`config.mk`:
```
export PLATFORM = sky130hd
export DESIGN_NAME = debounce_edge
export DESIGN_NICKNAME = d
export VERILOG_FILES = /design/src/rtl/debounce_edge.sv
export SDC_FILE = /design/constraint.sdc
export NUM_CORES = 1
export LEC_CHECK = 0
export BUFFER_PORTS_ARGS = -buffer_cell sky130_fd_sc_hd__buf_2
export CAP_MARGIN = 20
export CORE_AREA = 4 4 41 43
export CTS_BUF_LIST = sky130_fd_sc_hd__clkbuf_2
export CTS_CLUSTER_SIZE = 40
export DETAILED_ROUTE_END_ITERATION = 10
export DIE_AREA = 0 0 45 47
export SLEW_MARGIN = 20
export SYNTH_ARGS = -nofsm -noshare
export SYNTH_HDL_FRONTEND = slang
export SYNTH_SLANG_ARGS = --single-unit
```
`constraint.sdc`:
```
create_clock -name clk -period 2.65 [get_ports clk]
set_input_delay 0.1325 -clock clk [delete_from_list [all_inputs] [get_ports clk]]
set_output_delay 0.1325 -clock clk [all_outputs]
set_load 0.01 [all_outputs]
```
`src/rtl/debounce_edge.sv`:
```
// debounce_edge: per-bit conditioner for slow asynchronous inputs.
// Each bit runs through a two-flop synchronizer, then a stability counter
// with a two-state FSM, and finally produces registered rise/fall strobes.
// Bits are fully independent.
//
// Parameters:
//   WIDTH - number of independent input bits
//   INIT  - reset value of the synchronizer flops and of o
//   COUNT - consecutive stable cycles required before o changes (1..65535)
//
// Ports:
//   clk  - clock
//   rst  - asynchronous active-high reset
//   i    - raw asynchronous inputs
//   o    - debounced levels
//   rise - one-cycle strobe when o goes 0->1
//   fall - one-cycle strobe when o goes 1->0
//   ack  - per-bit clear for evt (synchronous)
//   evt  - sticky "edge seen" flags
//
// Optional feature macro: DEBOUNCE_EVENT_LATCH_EN
//   defined   : evt latches on rise/fall, cleared by ack, set wins over ack
//   undefined : evt tied to 0, ack ignored, no flops generated
module debounce_edge #(
    parameter int               WIDTH = 1,
    parameter logic [WIDTH-1:0] INIT  = '0,
    parameter int               COUNT = 4
) (
    input  logic             clk,
    input  logic             rst,
    input  logic [WIDTH-1:0] i,
    output logic [WIDTH-1:0] o,
    output logic [WIDTH-1:0] rise,
    output logic [WIDTH-1:0] fall,
    input  logic [WIDTH-1:0] ack,
    output logic [WIDTH-1:0] evt
);

    localparam int CW = $clog2(COUNT + 1);
    // PENDING exits on the edge where the counter would reach COUNT.
    localparam logic [CW-1:0] CNT_LAST = CW'(COUNT - 1);

    typedef enum logic {
        ST_STABLE  = 1'b0,
        ST_PENDING = 1'b1
    } state_t;

    logic [WIDTH-1:0] sync1_q;
    logic [WIDTH-1:0] sync2_q;

    always_ff @(posedge clk or posedge rst) begin
        if (rst) begin
            sync1_q <= INIT;
            sync2_q <= INIT;
        end else begin
            sync1_q <= i;
            sync2_q <= sync1_q;
        end
    end

    for (genvar n = 0; n < WIDTH; n++) begin : g_bit
        state_t        state_q, state_d;
        logic [CW-1:0] cnt_q, cnt_d;
        logic          o_q, o_d;
        logic          rise_q, rise_d;
        logic          fall_q, fall_d;
        logic          s;

        assign s = sync2_q[n];

        always_ff @(posedge clk or posedge rst) begin
            if (rst) begin
                state_q <= ST_STABLE;
                cnt_q   <= '0;
                o_q     <= INIT[n];
                rise_q  <= 1'b0;
                fall_q  <= 1'b0;
            end else begin
                state_q <= state_d;
                cnt_q   <= cnt_d;
                o_q     <= o_d;
                rise_q  <= rise_d;
                fall_q  <= fall_d;
            end
        end

        always_comb begin
            state_d = state_q;
            cnt_d   = cnt_q;
            o_d     = o_q;
            rise_d  = 1'b0;
            fall_d  = 1'b0;
            unique case (state_q)
                ST_STABLE: begin
                    if (s != o_q) begin
                        // With COUNT == 1 the first differing sample is
                        // already enough, so the level flips immediately.
                        if (COUNT == 1) begin
                            o_d    = s;
                            rise_d = s;
                            fall_d = ~s;
                        end else begin
                            state_d = ST_PENDING;
                            cnt_d   = CW'(1);
                        end
                    end
                end
                ST_PENDING: begin
                    if (s == o_q) begin
                        // Bounce: discard the partial count.
                        state_d = ST_STABLE;
                        cnt_d   = '0;
                    end else if (cnt_q == CNT_LAST) begin
                        o_d     = s;
                        rise_d  = s;
                        fall_d  = ~s;
                        cnt_d   = '0;
                        state_d = ST_STABLE;
                    end else begin
                        cnt_d = cnt_q + CW'(1);
                    end
                end
            endcase
        end

        assign o[n]    = o_q;
        assign rise[n] = rise_q;
        assign fall[n] = fall_q;
    end

`ifdef DEBOUNCE_EVENT_LATCH_EN
    logic [WIDTH-1:0] evt_q;
    logic [WIDTH-1:0] evt_d;

    // A strobe visible in the same cycle as ack re-sets the flag, so an
    // acknowledge can never swallow a fresh edge.
    always_comb begin
        evt_d = (evt_q & ~ack) | rise | fall;
    end

    always_ff @(posedge clk or posedge rst) begin
        if (rst) begin
            evt_q <= '0;
        end else begin
            evt_q <= evt_d;
        end
    end

    assign evt = evt_q;
`else
    logic [WIDTH-1:0] unused_ack;
    assign unused_ack = ack;
    assign evt        = '0;
`endif

endmodule
```
==> results of run 1 <==
[placed cells by master (no fill, tap or decap)]
cell,netlist,final
clkbuf_2,0,4
dlygate4sd3_1,0,2
ha_1,1,1
o21ai_0,2,2
inv_1,1,1
nand2b_1,1,1
buf_2,0,5
nand2_1,2,2
a22o_1,1,1
mux2_2,1,1
conb_1,1,1
nor2b_1,1,1
o21a_1,1,1
xor2_2,1,1
and2_2,1,1
nand4b_1,1,1
nor2_1,2,2
nor3b_1,2,2
dfrtp_1,9,9
[power groups by stage]
stage / Sequential, mW / Combinational (mW) / Clock, mW
finish: 0.202 / 0.111 / 0.0825
global route: 0.207 / 0.128 / 0.0977
CTS: 0.202 / 0.114 / 0.0884
detailed placement: 0.205 / 0.111 / 0
global placement: 0.204 / 0.107 / 0
floorplan: 0.203 / 0.0820 / 0
[timing repair]
| action | CTS | global route |
|---|---|---|
| hold endpoints to repair | 10 | 0 |
| gates resized for setup | 0 | 0 |
| hold buffers | 2 | 0 |
[critical path, delay by kind of cell, from the launching register on]
family | cells | cell delay [ps]
mux | 1 | 340
flops | 1 | 400
simple gates | 2 | 290
fa+ha+maj | 1 | 220
[cell type report]
type	instances	area, sq um
Fill cell	150	860
Sequential cell	9	225
Multi-Input combinational cell	18	129
Timing Repair Buffer	7	45.0
Clock buffer	4	20.0
Tap cell	15	18.8
Inverter	1	3.75
[cell families (layout without fill, tap and decap cells)]
kind of cell	count (synthesis)	after routing	share of synthesized area [%]
xor+xnor	1	1	4.45
mux	1	1	3.08
flops	9	9	61.6
other cells	1	1	1.03
buf+inv	2	12	3.08
compound gates	4	4	7.19
simple gates	10	10	16.1
fa+ha+maj	1	1	3.42
[worst paths after layout]
path	to	cells past startpoint	slack (ps)
setup / recovery	o	4	1280
hold / removal	g_bit[0].s	0	360
setup reg to reg	o	4	1280
hold reg to reg	g_bit[0].s	0	360
max in group asynchronous	g_bit[0].cnt_q[2]	3	2010
min in group asynchronous	rise	3	380
[sequential cells by signal, summed over array words and instances, names as in the netlist]
signal and cells:
sync1_q 1, g_bit.s 1, g_bit.state_q 1, rise 1, o 1, g_bit.cnt_q 3
fall 1
[metal layers]
metal  track usage [%]  wire length (microns)  vias up
met1              7.98                    248      115
met4              5.26                      0        0
li1                  -                      -      113
met5                 0                      0        -
met2              11.6                    293        6
met3              2.68                     24        0
[through the flow]
step / util [%] / hold WS, ps
2_1_floorplan: - / -39.6
3_3_place_gp: 30.9 / 100
3_5_place_dp: 30.9 / 108
4_1_cts: 33.9 / 361
5_1_grt: 33.9 / 375
6_report: 33.9 / 356
==> metrics, run 1 <==
most common cell in the netlist dfrtp_1; Cells after DPL 48; number of max-cap violations 0; worst skew pair latency 230 ps; drt wl/cell 10.5 microns; PortBufs 5; RR Startpoint g_bit[0].cnt_q[0]; Max Fclk 0.730 GHz; Post-Syn Nets 34; first-pass GRT wire length 1090 microns; cell count after synthesis 29; vias in the first global route 275; combinational share of power 28.1%; post-synthesis sequential area ratio 61.6%; slowest stage cell, crit path dfrtp_1; clock sink total 9; Vias per Instance 4.33; Vias 234; WS Path Type register to register; final std cells w/o fill 54; CP cell instances ha_1 -> nor2b_1 -> nand2_1 -> mux2_2; Cell Area, Synth 365 sq um; drc violations 0; Core ar. 1300 sq um; Detailed Place HPWL 434 microns; Setup crit start g_bit[0].cnt_q[0]; overall routing resource usage 7.27%; Internal Power 269 uW; crit path DAT 1490 ps; Setup TNS 0 ps; Post-synth ARST share 100%; Final Power 395 uW; Die Area 2120 sq um; final clock skew 6.98 ps; EDFF count, synth 0; IR drop worst, VDD 269 uV; First DRT Iteration DRCs 0; Layout Nets 45; aggregate global routing overflow 0; ratio of cells with drive above 1 in the final layout 30.8%; pin count of the biggest net entering global routing 10; top post-synthesis cells by area dfrtp_1 62%, xor2_2 4.5%, nor3b_1 4.1%, ha_1 3.4%, mux2_2 3.1%; endpoint class of the critical path register; Finish-stage setup viols 0; final setup margin 1280 ps; Hold Startpoint sync1_q; pre-CTS setup slack 1290 ps; Die Y 47 microns; Post-CTS Setup Inserts 0; Starting Density 28.1%; placed inst area 402 sq um; num rows 13; Main synth FF type dfrtp_1; Syn Area/Cell 12.6 sq um; largest area contributor in the netlist dfrtp_1; TritonRoute pass-1 iters 1; slowest stage delay, CP 400 ps; Die W 45 microns; RD Place Congestion 0.580; Area growth syn-to-layout 20.9%; power density cells 894 nW/um^2; TritonCTS buffer count 3; initial antenna violation count 0; switching share of power 31.9%; clock power share 20.9%; Ys Warns 0; TritonCTS clock tree yes; top-level I/O count 8; outcome complete, no violations; min Tclk post-route 1370 ps; final count of hold timing violations 0; post-route ant nets 0; Root Buffer clkbuf_2; flops & latches, synth 9; class of the worst hold path register to register; # diodes 0; Yosys top cell area share 61.6%; Pleak 0.216 nW; H-tree Lvls 1; list of most frequent post-synthesis cells 9 x dfrtp_1, 2 x nand2_1, 2 x nor2_1, 2 x nor3b_1, 2 x o21ai_0; ratio of final minimum period to clock period 51.7%; Final Cell Area 442 sq um; RSZ-0062 raised after global routing no; Req. time, crit path 2770 ps; Reg clk slew, reported paths 90 ps; sequential power share 51.0%; CP Launch Type register; worst-path fanout max 4; clock buffer depth 2; Slew Viols, Final 0; Synth cell types 17; switching pwr 126 uW; WL final 565 microns
No activity file was read; power rests on OpenSTA's default activity.
==> run 2, diff against run 1 <==
--- a/config.mk
+++ b/config.mk
@@ -5,6 +5,7 @@
 export SDC_FILE = /design/constraint.sdc
 export NUM_CORES = 1
 export LEC_CHECK = 0
+export ABC_AREA = 1
 export BUFFER_PORTS_ARGS = -buffer_cell sky130_fd_sc_hd__buf_2
 export CAP_MARGIN = 20
 export CORE_AREA = 4 4 41 43
==> constraint.sdc (replaced) <==
create_clock -name clk -period 1.26 [get_ports clk]
set_input_delay 0.063 -clock clk [delete_from_list [all_inputs] [get_ports clk]]
set_output_delay 0.063 -clock clk [all_outputs]
set_load 0.01 [all_outputs]
==> run 2 against run 1 <==
  * Combinational power grew to 2.9 times the previous value
  * Largest power group unchanged
  * Final area grew 9.3%
  * Maximum frequency grew 30%
  * Non-clock buffer count is the same
  * Highest routed layer is now met4
  * Area after synthesis grew 11%
  * Largest cell class unchanged
  * Clock power grew 110%
  * Worst hold slack lost 62 ps
  * Count of clock-buffer cells in the layout shrank 1
==> metrics, run 2 <==
aggregate global routing overflow 0 (unchanged); # diodes 0 (unchanged); crit path DAT 1190 ps (-300 ps); Slew Viols, Final 0 (unchanged); RD Place Congestion 0.829 (+43%); top post-synthesis cells by area dfrtp_1 55%, nand2_1 11%, inv_1 7.4%, nand3_1 4.9%, ha_1 3.1%; largest area contributor in the netlist dfrtp_1; EDFF count, synth 0 (unchanged); ratio of cells with drive above 1 in the final layout 26.3% (-4.5 points); terminus of the critical flop-to-flop path o; list of most frequent post-synthesis cells 12 x nand2_1, 9 x dfrtp_1, 8 x inv_1, 4 x nand3_1, 3 x nor2_1; CP Launch Type register; post-synthesis sequential area ratio 55.4% (-6.3 points); worst-path fanout max 4 (unchanged); Main synth FF type dfrtp_1; Syn Area/Cell 8.65 sq um (-31%); worst skew pair latency 250 ps (+20 ps); Post-synth ARST share 100% (unchanged); commonest non-fill, non-tap cell in the layout nand2_1; first-pass GRT wire length 1210 microns (+11%); clock buffer depth 2 (unchanged); Yosys top cell area share 55.4% (-6.3 points); drt wl/cell 8.78 microns (-16%); most common cell in the netlist nand2_1; IR drop worst, VDD 1020 uV (+280%); Post-CTS Setup Inserts 0 (unchanged); WS Path Type register to register; vias in the first global route 303 (+10%); outcome complete, no violations; Vias 296 (+26%); RR Startpoint g_bit[0].cnt_q[0]; Fillers 141 (-6.0%); final count of hold timing violations 0 (unchanged); endpoint class of the critical path register; Starting Density 31.3% (+3.2 points); final clock skew 7.66 ps (+0.677 ps); ratio of final minimum period to clock period 83.5% (+32 points); Cell Area, Synth 407 sq um (+11%); worst-case reg-to-reg path depth 4 (unchanged); Finish-stage setup viols 0 (unchanged); Area growth syn-to-layout 18.8%; Post-Syn Nets 52 (+53%); drc violations 0 (unchanged); reg2reg setup slack 210 ps (-1070 ps); class of the worst hold path input port to async pin; num rows 13 (unchanged); Root Buffer clkbuf_2; PortBufs 5 (unchanged); Die Area 2120 sq um (unchanged); Max Fclk 0.951 GHz (+30%); WL final 632 microns (+12%); top-level I/O count 8 (unchanged); First DRT Iteration DRCs 0 (unchanged); power density cells 1890 nW/um^2 (+110%); Layout Nets 63 (+40%); Synth cell types 14 (-3); post-route ant nets 0 (unchanged); pin count of the biggest net entering global routing 10 (unchanged); Final Power 914 uW (+130%); Req. time, crit path 1400 ps (-1370 ps); flops & latches, synth 9 (unchanged); max reg flops 3 (unchanged); Reg with most FFs g_bit.cnt_q; min Tclk post-route 1050 ps (-318 ps); Setup TNS 0 ps (unchanged); TritonCTS buffer count 3 (unchanged); TritonCTS clock tree yes; clock sink total 9 (unchanged); Ys Warns 0 (unchanged); Detailed Place HPWL 514 microns (+18%); initial antenna violation count 0 (unchanged); Die W 45 microns (unchanged); commonest non-fill, non-tap cells in the layout 12 x nand2_1, 9 x dfrtp_1, 8 x inv_1; Reg clk slew, reported paths 90 ps (about the same); Vias per Instance 4.11 (-5.1%); RSZ-0062 raised after global routing no; overall routing resource usage 8.39% (+1.1 points); Die Y 47 microns (unchanged); number of max-cap violations 0 (unchanged); Core ar. 1300 sq um (unchanged); TritonRoute pass-1 iters 1 (unchanged); cell count after synthesis 47 (+62%); H-tree Lvls 1 (unchanged); Pleak 0.285 nW (+32%)
-- run 2: logic make-up after synthesis --
kind of cell / count (synthesis) / share of synthesized area (%)
and+or+nand+nor: 23 / 27.1
buffers and inverters: 11 / 11.1
DFF: 9 / 55.4
AOI/OAI and AO/OA: 2 / 2.46
adders and majority gates: 1 / 3.08
other: 1 / 0.922
-- run 2: final cells by class --
| type | instances | area (sq um) | share of cell area [%] |
|---|---|---|---|
| Clock inverter | 1 | 5.00 | 1.04 |
| Clock buffer | 3 | 15.0 | 3.11 |
| Tap cell | 15 | 18.8 | 3.89 |
| Timing Repair Buffer | 7 | 45.0 | 9.33 |
| Inverter | 10 | 37.5 | 7.77 |
| Sequential cell | 9 | 225 | 46.6 |
| Multi-Input combinational cell | 27 | 136 | 28.2 |
-- run 2: where the power goes --
group          internal (mW)  leakage (nW)  total [mW]  switching (mW)
sequential             0.359         0.114       0.418          0.0586
combinational          0.120         0.155       0.324           0.203
clock                 0.0719        0.0164       0.173           0.101
total                  0.552         0.285       0.914           0.363
-- run 2: worst max-delay path by stage --
| stage | startpoint | end | slack [ps] | cells past startpoint |
|---|---|---|---|---|
| floorplan | g_bit[0].cnt_q[0] | o | 300 | 4 |
| global placement | g_bit[0].cnt_q[0] | o | 220 | 4 |
| detailed placement | g_bit[0].cnt_q[0] | o | 220 | 4 |
| CTS | g_bit[0].cnt_q[0] | o | 200 | 4 |
| global route | g_bit[0].cnt_q[0] | o | 40 | 4 |
| finish | g_bit[0].cnt_q[0] | o | 210 | 4 |
-- run 2: repair_timing --
item | 4_1_cts | 5_1_grt
resized for setup | 0 | 0
hold buffers | 2 | 0
hold endpoints to repair | 10 | 0
-- run 2: metrics by stage --
stage / hold WS [ps] / setup slack [ps] / instance area, sq um / utilization (%) / instances
after floorplan: -109 / 302 / 407 / - / 47
after global placement: 32.0 / 222 / 443 / 34.0 / 66
after detailed placement: 33.3 / 217 / 443 / 34.0 / 66
after CTS: 285 / 202 / 483 / 37.1 / 72
after global routing: 320 / 44.0 / 483 / 37.1 / 72
final: 294 / 208 / 483 / 37.1 / 72
-- run 2: layer usage --
metal	GRT usage [%]	vias to the layer above	wire, microns
met2	13.6	8	314
met4	3.51	0	7
met1	8.45	128	264
met3	5.75	2	46
met5	0	-	0
li1	-	158	-
-- run 2: critical path, cell delays in order, from the launching register on --
cell and delay (ps):
dfrtp_1 360, ha_1 220, nand3_2 150, o21ai_1 140
nand2_1 70
==> run 3, diff against run 2 <==
==> constraint.sdc (replaced) <==
create_clock -name clk -period 0.9 [get_ports clk]
set_input_delay 0.045 -clock clk [delete_from_list [all_inputs] [get_ports clk]]
set_output_delay 0.045 -clock clk [all_outputs]
set_load 0.01 [all_outputs]
==> run 3 against run 2 <==
  * The run now ends with setup timing left
  * Via count rose by 8.4%
  * Clock power rose by 46%
  * Wire length rose by 12%
  * Non-clock buffer count rose by 3
  * Die area did not move
  * Setup slack got worse by 300 ps
==> metrics, run 3 (synthesized netlist as in run 2, its figures left out) <==
Starting Density 31.3% (unchanged); H-tree Lvls 1 (unchanged); final std cells w/o fill 75 (+4.2%); final count of hold timing violations 0 (unchanged); Layout Nets 66 (+4.8%); Req. time, crit path 1080 ps (-320 ps); CP Launch Type register; worst-path fanout max 2 (-2); reg2reg setup slack -90 ps (-300 ps); TritonRoute pass-1 iters 4 (+3); final setup margin -94.6 ps (-303 ps); Max Fclk 1.01 GHz (+5.7%); Reg with most FFs g_bit.cnt_q; TritonCTS buffer count 3 (unchanged); initial antenna violation count 0 (unchanged); drt wl/cell 9.44 microns (+7.5%); Pleak 0.298 nW (+4.5%); final clock skew 2.84 ps (-4.82 ps); num rows 13 (unchanged); PortBufs 5 (unchanged); Cells after DPL 68 (+3.0%); post-route ant nets 0 (unchanged); Die Area 2120 sq um (unchanged); clock sink total 9 (unchanged); Final Power 1.49 mW (+62%); terminus of the critical flop-to-flop path g_bit[0].cnt_q[1]; placed inst area 474 sq um (+7.1%); Setup TNS -191 ps (-191 ps); crit path DAT 1180 ps (about the same); aggregate global routing overflow 0 (unchanged); first-pass GRT wire length 1210 microns (+0.58%); # diodes 0 (unchanged); Die W 45 microns (unchanged); Die Y 47 microns (unchanged); class of the worst hold path input port to async pin; max reg flops 3 (unchanged); First DRT Iteration DRCs 5 (+5); Area growth syn-to-layout 31.1%; number of max-cap violations 0 (unchanged); pre-CTS setup slack -88.1 ps (-305 ps); WS Path Type register to register; worst-case reg-to-reg path depth 5 (+1); Core ar. 1300 sq um (unchanged); Vias 321 (+8.4%); outcome complete, but fails checks; RD Place Congestion 0.768 (-7.3%); TritonCTS clock tree yes; Hold WS 298 ps (+4.07 ps); RSZ-0062 raised after global routing yes; Final Cell Area 533 sq um (+10%); min Tclk post-route 995 ps (-57.0 ps); top-level I/O count 8 (unchanged); worst skew pair latency 240 ps (about the same); WL final 708 microns (+12%); endpoint class of the critical path register; Finish-stage setup viols 4 (+4); pin count of the biggest net entering global routing 10 (unchanged); Slew Viols, Final 0 (unchanged); power density cells 2790 nW/um^2 (+47%); clock buffer depth 2 (unchanged); IR drop worst, VDD 1600 uV (+57%); Reg clk slew, reported paths 90 ps (about the same); final core utilization 41.0% (+3.8 points); RR Startpoint g_bit[0].cnt_q[0]; Root Buffer clkbuf_2; Detailed Place HPWL 530 microns (+3.1%); failing checks setup timing; commonest non-fill, non-tap cell in the layout nand2_1; vias in the first global route 296 (-2.3%); ratio of cells with drive above 1 in the final layout 36.7% (+10 points); commonest non-fill, non-tap cells in the layout 12 x nand2_1, 9 x dfrtp_1, 7 x inv_1; overall routing resource usage 8.39% (about the same); ratio of final minimum period to clock period 111% (+27 points); drc violations 0 (unchanged); Vias per Instance 4.28 (+4.1%)
[run 3: cell types whose count changed in the layout (fill, tap and decap cells not counted)]
| cell | change |
|---|---|
| nand3_4 | +1 |
| nand3_2 | -1 |
| o21ai_2 | +1 |
| o21ai_1 | -1 |
| buf_4 | +3 |
| a21oi_1 | -1 |
| inv_1 | -1 |
| ha_4 | +1 |
| a21oi_2 | +1 |
| clkinv_2 | -1 |
| inv_2 | +1 |
| clkbuf_2 | +1 |
| ha_1 | -1 |
[run 3: worst max path at each step]
stage / from / endpoint / cells past startpoint
after floorplan: g_bit[0].cnt_q[1] / g_bit[0].cnt_q[1] / 5
after global placement: g_bit[0].cnt_q[1] / o / 4
after detailed placement: g_bit[0].cnt_q[1] / o / 4
after CTS: g_bit[0].cnt_q[0] / g_bit[0].cnt_q[1] / 5
after global routing: g_bit[0].cnt_q[0] / g_bit[0].cnt_q[1] / 5
final: g_bit[0].cnt_q[0] / g_bit[0].cnt_q[1] / 5
[run 3: repair_timing]
action / 4_1_cts / 5_1_grt
gates resized for setup: 1 / 1
hold endpoints to repair: 10 / 0
pin swaps: 2 / 6
setup buffers: 0 / 1
hold buffers: 2 / 0
endpoints found under the setup margin: 4 / 6
[run 3: area by class of cell]
class | instances | area [sq um]
Clock buffer | 4 | 20.0
Fill cell | 140 | 768
Inverter | 10 | 37.5
Multi-Input combinational cell | 27 | 164
Sequential cell | 9 | 225
Tap cell | 15 | 18.8
Timing Repair Buffer | 10 | 67.6
[run 3: power by group]
group	leakage [nW]	internal (mW)	switching, mW	total (mW)
combinational	0.168	0.286	0.341	0.627
sequential	0.114	0.504	0.102	0.606
clock	0.0166	0.118	0.134	0.252
[run 3: routing by layer]
| layer | vias up | share of wire (%) | wire length [microns] | GRT usage [%] |
|---|---|---|---|---|
| met2 | 9 | 50 | 354 | 13.3 |
| met1 | 149 | 42 | 295 | 9.41 |
| met4 | 0 | 0.71 | 5 | 3.51 |
| met5 | - | 0 | 0 | 0 |
| met3 | 2 | 7.3 | 52 | 4.60 |
| li1 | 161 | - | - | - |
[run 3: critical path, stage by stage, from the launching register on]
cell,delay [ps]
dfrtp_1,420
ha_4,270
inv_2,30
a21oi_2,90
nand3_1,70
nand2_1,60
